[config.mk]
export PLATFORM = sky130hd
export DESIGN_NAME = cva5_mem_axi_arbiter
export DESIGN_NICKNAME = d
export VERILOG_FILES = /design/src/rtl/cva5_mem_axi_arbiter.sv
export SDC_FILE = /design/constraint.sdc
export NUM_CORES = 1
export LEC_CHECK = 0
export ABC_CLOCK_PERIOD_IN_PS = 1600
export CAP_MARGIN = 20
export CORE_AREA = 2 2 142 144
export DETAILED_ROUTE_END_ITERATION = 7
export DIE_AREA = 0 0 144 146
export PLACE_DENSITY_LB_ADDON = 0.15
export SYNTH_ARGS = -nofsm -noshare
export SYNTH_HDL_FRONTEND = slang
export SYNTH_SLANG_ARGS = --single-unit
[constraint.sdc]
create_clock -name clk_i -period 1.6 [get_ports clk_i]
set_input_delay 0.24 -clock clk_i [delete_from_list [all_inputs] [get_ports clk_i]]
set_output_delay 0.24 -clock clk_i [all_outputs]
set_load 0.02 [all_outputs]
[src/rtl/cva5_mem_axi_arbiter.sv]
// Purpose: round-robin arbiter sharing one single-beat AXI4 master between CVA5 MEM port 0 (instr) and port 1 (data).
// Latency: grant in the request cycle; rvalid_o one cycle after the R/B beat, or two cycles after grant for out-of-window errors.
// Backpressure: one transaction in flight; requests wait un-granted outside IDLE; AXI valids and payloads hold until handshake.
//
// Ports:
//   clk_i, rst_ni              clock, asynchronous active-low reset
//   req_i/we_i/addr_i/         per-requester MEM request (index 0 = instruction, 1 = data)
//   wdata_i/be_i
//   gnt_o                      one-hot acceptance pulse, only while idle
//   rvalid_o/rdata_o/err_o     one-cycle response to the owning requester; rdata_o/err_o shared
//   m_axi_*                    single-beat AXI4 master (AW, W, B, AR, R)
module cva5_mem_axi_arbiter #(
  parameter int unsigned       ADDR_W   = 32,
  parameter int unsigned       DATA_W   = 32,
  parameter int unsigned       ID_W     = 4,
  parameter logic [ID_W-1:0]   AXI_ID   = '0,
  parameter logic [ADDR_W-1:0] WIN_BASE = '0,
  parameter logic [ADDR_W-1:0] WIN_SIZE = '1,
  localparam int unsigned      STRB_W   = DATA_W / 8
) (
  input  logic                   clk_i,
  input  logic                   rst_ni,
  input  logic [1:0]             req_i,
  input  logic [1:0]             we_i,
  input  logic [1:0][ADDR_W-1:0] addr_i,
  input  logic [1:0][DATA_W-1:0] wdata_i,
  input  logic [1:0][STRB_W-1:0] be_i,
  output logic [1:0]             gnt_o,
  output logic [1:0]             rvalid_o,
  output logic [DATA_W-1:0]      rdata_o,
  output logic                   err_o,
  output logic                   m_axi_awvalid,
  input  logic                   m_axi_awready,
  output logic [ADDR_W-1:0]      m_axi_awaddr,
  output logic [ID_W-1:0]        m_axi_awid,
  output logic [7:0]             m_axi_awlen,
  output logic [2:0]             m_axi_awsize,
  output logic [1:0]             m_axi_awburst,
  output logic                   m_axi_wvalid,
  input  logic                   m_axi_wready,
  output logic [DATA_W-1:0]      m_axi_wdata,
  output logic [STRB_W-1:0]      m_axi_wstrb,
  output logic                   m_axi_wlast,
  input  logic                   m_axi_bvalid,
  output logic                   m_axi_bready,
  input  logic [1:0]             m_axi_bresp,
  input  logic [ID_W-1:0]        m_axi_bid,
  output logic                   m_axi_arvalid,
  input  logic                   m_axi_arready,
  output logic [ADDR_W-1:0]      m_axi_araddr,
  output logic [ID_W-1:0]        m_axi_arid,
  output logic [7:0]             m_axi_arlen,
  output logic [2:0]             m_axi_arsize,
  output logic [1:0]             m_axi_arburst,
  input  logic                   m_axi_rvalid,
  output logic                   m_axi_rready,
  input  logic [DATA_W-1:0]      m_axi_rdata,
  input  logic [1:0]             m_axi_rresp,
  input  logic [ID_W-1:0]        m_axi_rid,
  input  logic                   m_axi_rlast
);

  typedef enum logic [2:0] {S_IDLE, S_AR, S_R, S_AW_W, S_B, S_LERR} state_t;

  // Request captured at grant; drives the AXI payload for the whole transaction.
  typedef struct packed {
    logic              owner;
    logic [ADDR_W-1:0] addr;
    logic [DATA_W-1:0] wdata;
    logic [STRB_W-1:0] be;
  } txn_t;

  state_t          state;
  txn_t            cur;
  logic            rr_last;
  logic            win;
  logic            in_win;
  logic [ADDR_W:0] win_off;

  // Winner select, grant and window check for the candidate request.
  // The offset is taken one bit wider than the address: its top bit flags
  // addr < WIN_BASE, and comparing the offset against WIN_SIZE avoids ever
  // forming WIN_BASE+WIN_SIZE, which could wrap.
  always_comb begin
    win = req_i[1];
    if (req_i == 2'b11) begin
      win = ~rr_last;
    end
    gnt_o = '0;
    if (state == S_IDLE && |req_i) begin
      gnt_o[win] = 1'b1;
    end
    win_off = {1'b0, addr_i[win]} - {1'b0, WIN_BASE};
    in_win  = !win_off[ADDR_W] && (win_off[ADDR_W-1:0] < WIN_SIZE);
  end

  assign m_axi_awaddr  = cur.addr;
  assign m_axi_awid    = AXI_ID;
  assign m_axi_awlen   = 8'd0;
  assign m_axi_awsize  = 3'($clog2(STRB_W));
  assign m_axi_awburst = 2'b01;
  assign m_axi_wdata   = cur.wdata;
  assign m_axi_wstrb   = cur.be;
  assign m_axi_wlast   = 1'b1;
  assign m_axi_araddr  = cur.addr;
  assign m_axi_arid    = AXI_ID;
  assign m_axi_arlen   = 8'd0;
  assign m_axi_arsize  = 3'($clog2(STRB_W));
  assign m_axi_arburst = 2'b01;

  // IDs, rlast and the low response bit carry no information for single-beat, single-ID traffic.
  logic unused_axi;
  assign unused_axi = ^{m_axi_bid, m_axi_rid, m_axi_rlast, m_axi_bresp[0], m_axi_rresp[0]};

  always_ff @(posedge clk_i or negedge rst_ni) begin
    if (!rst_ni) begin
      state         <= S_IDLE;
      cur           <= '0;
      rr_last       <= 1'b1;
      m_axi_awvalid <= 1'b0;
      m_axi_wvalid  <= 1'b0;
      m_axi_bready  <= 1'b0;
      m_axi_arvalid <= 1'b0;
      m_axi_rready  <= 1'b0;
      rvalid_o      <= '0;
      rdata_o       <= '0;
      err_o         <= 1'b0;
    end else begin
      rvalid_o <= '0;
      case (state)
        S_IDLE: begin
          if (|req_i) begin
            cur     <= '{owner: win, addr: addr_i[win], wdata: wdata_i[win], be: be_i[win]};
            rr_last <= win;
            if (!in_win) begin
              state <= S_LERR;
            end else if (we_i[win]) begin
              state         <= S_AW_W;
              m_axi_awvalid <= 1'b1;
              m_axi_wvalid  <= 1'b1;
            end else begin
              state         <= S_AR;
              m_axi_arvalid <= 1'b1;
            end
          end
        end
        S_AR: begin
          if (m_axi_arready) begin
            m_axi_arvalid <= 1'b0;
            m_axi_rready  <= 1'b1;
            state         <= S_R;
          end
        end
        S_R: begin
          if (m_axi_rvalid) begin
            m_axi_rready        <= 1'b0;
            rdata_o             <= m_axi_rdata;
            err_o               <= m_axi_rresp[1];
            rvalid_o[cur.owner] <= 1'b1;
            state               <= S_IDLE;
          end
        end
        S_AW_W: begin
          // AW and W complete independently; a channel already done counts as complete.
          if (m_axi_awready) begin
            m_axi_awvalid <= 1'b0;
          end
          if (m_axi_wready) begin
            m_axi_wvalid <= 1'b0;
          end
          if ((!m_axi_awvalid || m_axi_awready) && (!m_axi_wvalid || m_axi_wready)) begin
            m_axi_bready <= 1'b1;
            state        <= S_B;
          end
        end
        S_B: begin
          if (m_axi_bvalid) begin
            m_axi_bready        <= 1'b0;
            err_o               <= m_axi_bresp[1];
            rvalid_o[cur.owner] <= 1'b1;
            state               <= S_IDLE;
          end
        end
        S_LERR: begin
          err_o               <= 1'b1;
          rvalid_o[cur.owner] <= 1'b1;
          state               <= S_IDLE;
        end
        default: state <= S_IDLE;
      endcase
    end
  end

endmodule

==> impl_metrics.tcl <==
set metrics [dict create \
    ant_nets 0 \
    cp_slowest_cell "dfstp_2" \
    wl_mm 21.7 \
    multiInputGateArea_um2 2590 \
    path_delay_family "flip-flops" \
    wl_per_cell_um 17.8 \
    synth_area_leaders "dfrtp_1 (46%), buf_4 (18%), mux2i_1 (11%), mux2_2 (5.9%), nand2_1 (4.9%)" \
    crit_top_cell "buf_6" \
    final_core_util 0.569 \
    yosys_warnings 0 \
    grt_pass1_vias 5444 \
    viasPerCell 4.47 \
    postSynth.asyncResetShare 1.00 \
    use_met1 0.203 \
    seq_area_um2 2830 \
    synth_cells 594 \
    worstSkewPairLatency_ns 0.42 \
    rows 51 \
    cts.reportedPaths.clkPinSlew_ns 0.06 \
    cts_htree_levels 4 \
    ioPinCount 369 \
    grt_busiest_layer "met2" \
    vdd.ir_drop.worst_v 0.000949 \
    layout-drive-gt1-share 0.256 \
    layout.nets 1131 \
    grt_max_degree 53 \
    yosysTopAreaCellShare 0.455 \
    powerDensity_nw_per_um2 1900 \
    finClkSkew_ns 0.00915 \
    clock_path_buffers 2 \
    syn_area_um2 6160 \
    cts_sinks 113 \
    core_um2 19300 \
    max_stage_delay_ns 0.56 \
    rsz0062_at_grt "yes" \
    grtUsageMet3 0.0500 \
    grt-ovfl-total 0 \
    finalSetupTns_ns -8.43 \
    io_buffers 322 \
    synth-seq-cells 113 \
    crit_chain "a21boi_4 -> buf_6 -> buf_12 -> nor2_4 -> buf_6" \
    fillers 1675 \
    synthFlopType "dfrtp_1" \
    fmax_mhz 576 \
    hold_path_class "in2async" \
    synth-edff-count 0 \
    grt_usage 0.184 \
    yosysMostFrequentCell "buf_4" \
    cp-start-kind "flip-flop" \
    drv_slew 0 \
    grt_pass1_wl_mm 29.5 \
    cts_inserted_buffers 17 \
    grt_util_met2 0.334 \
    dp_hpwl_mm 14.7 \
    cp.arrival_ns 1.50 \
    period_needed_ns 1.74 \
    area_delta_synth_final_pct 78.8 \
    drc 0 \
    dieArea_um2 21000 \
    syn_area_per_cell_um2 10.4 \
    yosysSeqAreaShare 0.459 \
    cp-end-kind "output port" \
    crit_type "reg2out" \
    critPathMaxFanout 3 \
    gp_routability_congestion 0.815 \
    ys_types 36 \
    crit_buf_inv 3 \
    violations "negative setup slack" \
    die_w_um 144 \
    drt_iter0_markers 129 \
    final-hold-violation-count 0 \
    period_share 1.09 \
    setup_viol 100 \
    dieHeight_um 146 \
    synthTopCellsByCount "buf_4 (144), dfrtp_1 (112), nand2_1 (80)" \
    cts_tree "built" \
    leakagePower_nw 5.32 \
    required_ns 1.36 \
    start_util 0.318 \
    antenna_found_initial 1 \
    num_vias 5448 \
    dr.pass1.iters 4 \
    clock-root-buffer "clkbuf_16" \
    maxCapViolCount 0 \
    yosys.area.top_type "dfrtp_1" \
    outcome "finished with violations" \
    setup_ws_ns -0.137 \
]
report_power, final:
| group | switching (W) | internal, W | leakage [nW] |
|---|---|---|---|
| sequential | 0.000876 | 0.00430 | 1.38 |
| clock | 0.00144 | 0.00251 | 0.291 |
| combinational | 0.00598 | 0.00580 | 3.65 |
| total | 0.00830 | 0.0126 | 5.32 |
per-layer routing:
| layer | up-vias | part of all wire |
|---|---|---|
| li1 | 2558 | - |
| met1 | 2635 | 0.39 |
| met2 | 229 | 0.53 |
| met3 | 26 | 0.065 |
| met4 | 0 | 0.018 |
| met5 | - | 0 |
final cells by class:
cell class | instances | share of cell area
diodes | 1 | 0.000227
clock buffers | 18 | 0.0399
clock inverters | 14 | 0.0164
inverters | 3 | 0.00102
multi-input cells | 347 | 0.236
flip-flops and latches | 113 | 0.257
well taps | 265 | 0.0301
repair buffers | 457 | 0.420
cell usage in the layout (no fill, tap or decap), types with 3 or more instances in the layout:
cell               n
clkdlybuf4s50_1  175
dfrtp_1          112
o21ai_2            7
buf_16             4
nand2_1           74
mux2i_1           67
a21oi_1            3
nand4_1           16
nand2_2            6
a21o_1             3
bufinv_16          3
o31ai_4            3
buf_12            12
mux2_4            34
inv_1              3
inv_6              3
o21ai_0           10
buf_8              6
o21ai_1           53
buf_6             16
clkinvlp_4         4
dlygate4sd2_1    142
clkbuf_16         30
buf_4             86
nor2_1             5
conb_1            35
sequential cells by signal, indices dropped and copies added (netlist names):
| signal | flops |
|---|---|
| rdata_o | 32 |
| m_axi_araddr | 32 |
| m_axi_wvalid | 1 |
| rvalid_o | 2 |
| rr_last | 1 |
| err_o | 1 |
| m_axi_bready | 1 |
| m_axi_wdata | 32 |
| cur | 1 |
| m_axi_rready | 1 |
| state | 3 |
| m_axi_wstrb | 4 |
| m_axi_arvalid | 1 |
| m_axi_awvalid | 1 |
final timing paths:
kind,from,end,slack (ns),cells past startpoint
setup reg to reg,state[0],rdata_o[15],-0.12,7
setup / recovery,rr_last,gnt_o[0],-0.14,5
min in group clk_i,addr_i[25],m_axi_araddr[25],0.27,4
max in group asynchronous,rst_ni,rr_last,0.68,3
hold reg to reg,cur[68],rvalid_o[0],0.46,1
hold / removal,rst_ni,rdata_o[2],0.27,2
stage by stage:
stage	instance area (um^2)	total power, W	setup WS (ns)	hold slack, ns	instances
floorplan	6290	0.0119	0.0272	-0.0556	627
global placement	9420	0.0154	-0.526	0.170	1133
detailed placement	9420	0.0156	-0.585	0.173	1133
CTS	10100	0.0189	-0.179	0.274	1179
global route	11000	0.0221	-0.207	0.276	1218
finish	11000	0.0209	-0.137	0.270	1218
worst register-to-register path, delay by kind of cell (launching register included):
family / cells / cell delay [ns]
buffers and inverters: 4 / 0.58
flip-flops: 1 / 0.42
AND/OR/NAND/NOR: 2 / 0.32
multiplexers: 1 / 0.30
kinds of logic (layout without fill, tap and decap cells):
family,Yosys count,count (layout),synth area share
flip-flops,113,113,0.459
buffers and inverters,167,492,0.195
other,2,36,0.00122
AO/OA/AOI/OAI,88,88,0.0788
AND/OR/NAND/NOR,121,121,0.0906
multiplexers,103,103,0.174
repair_timing:
action / in CTS / in global routing
gates resized for setup: 184 / 115
endpoints found under the setup margin: 179 / 99
pin swaps: 6 / 16
hold buffers: 1 / 0
buffers inserted: 12 / 21
gates cloned: 2 / 19
endpoints found under the hold margin: 21 / 0
Power figures use the tool's default switching activity.
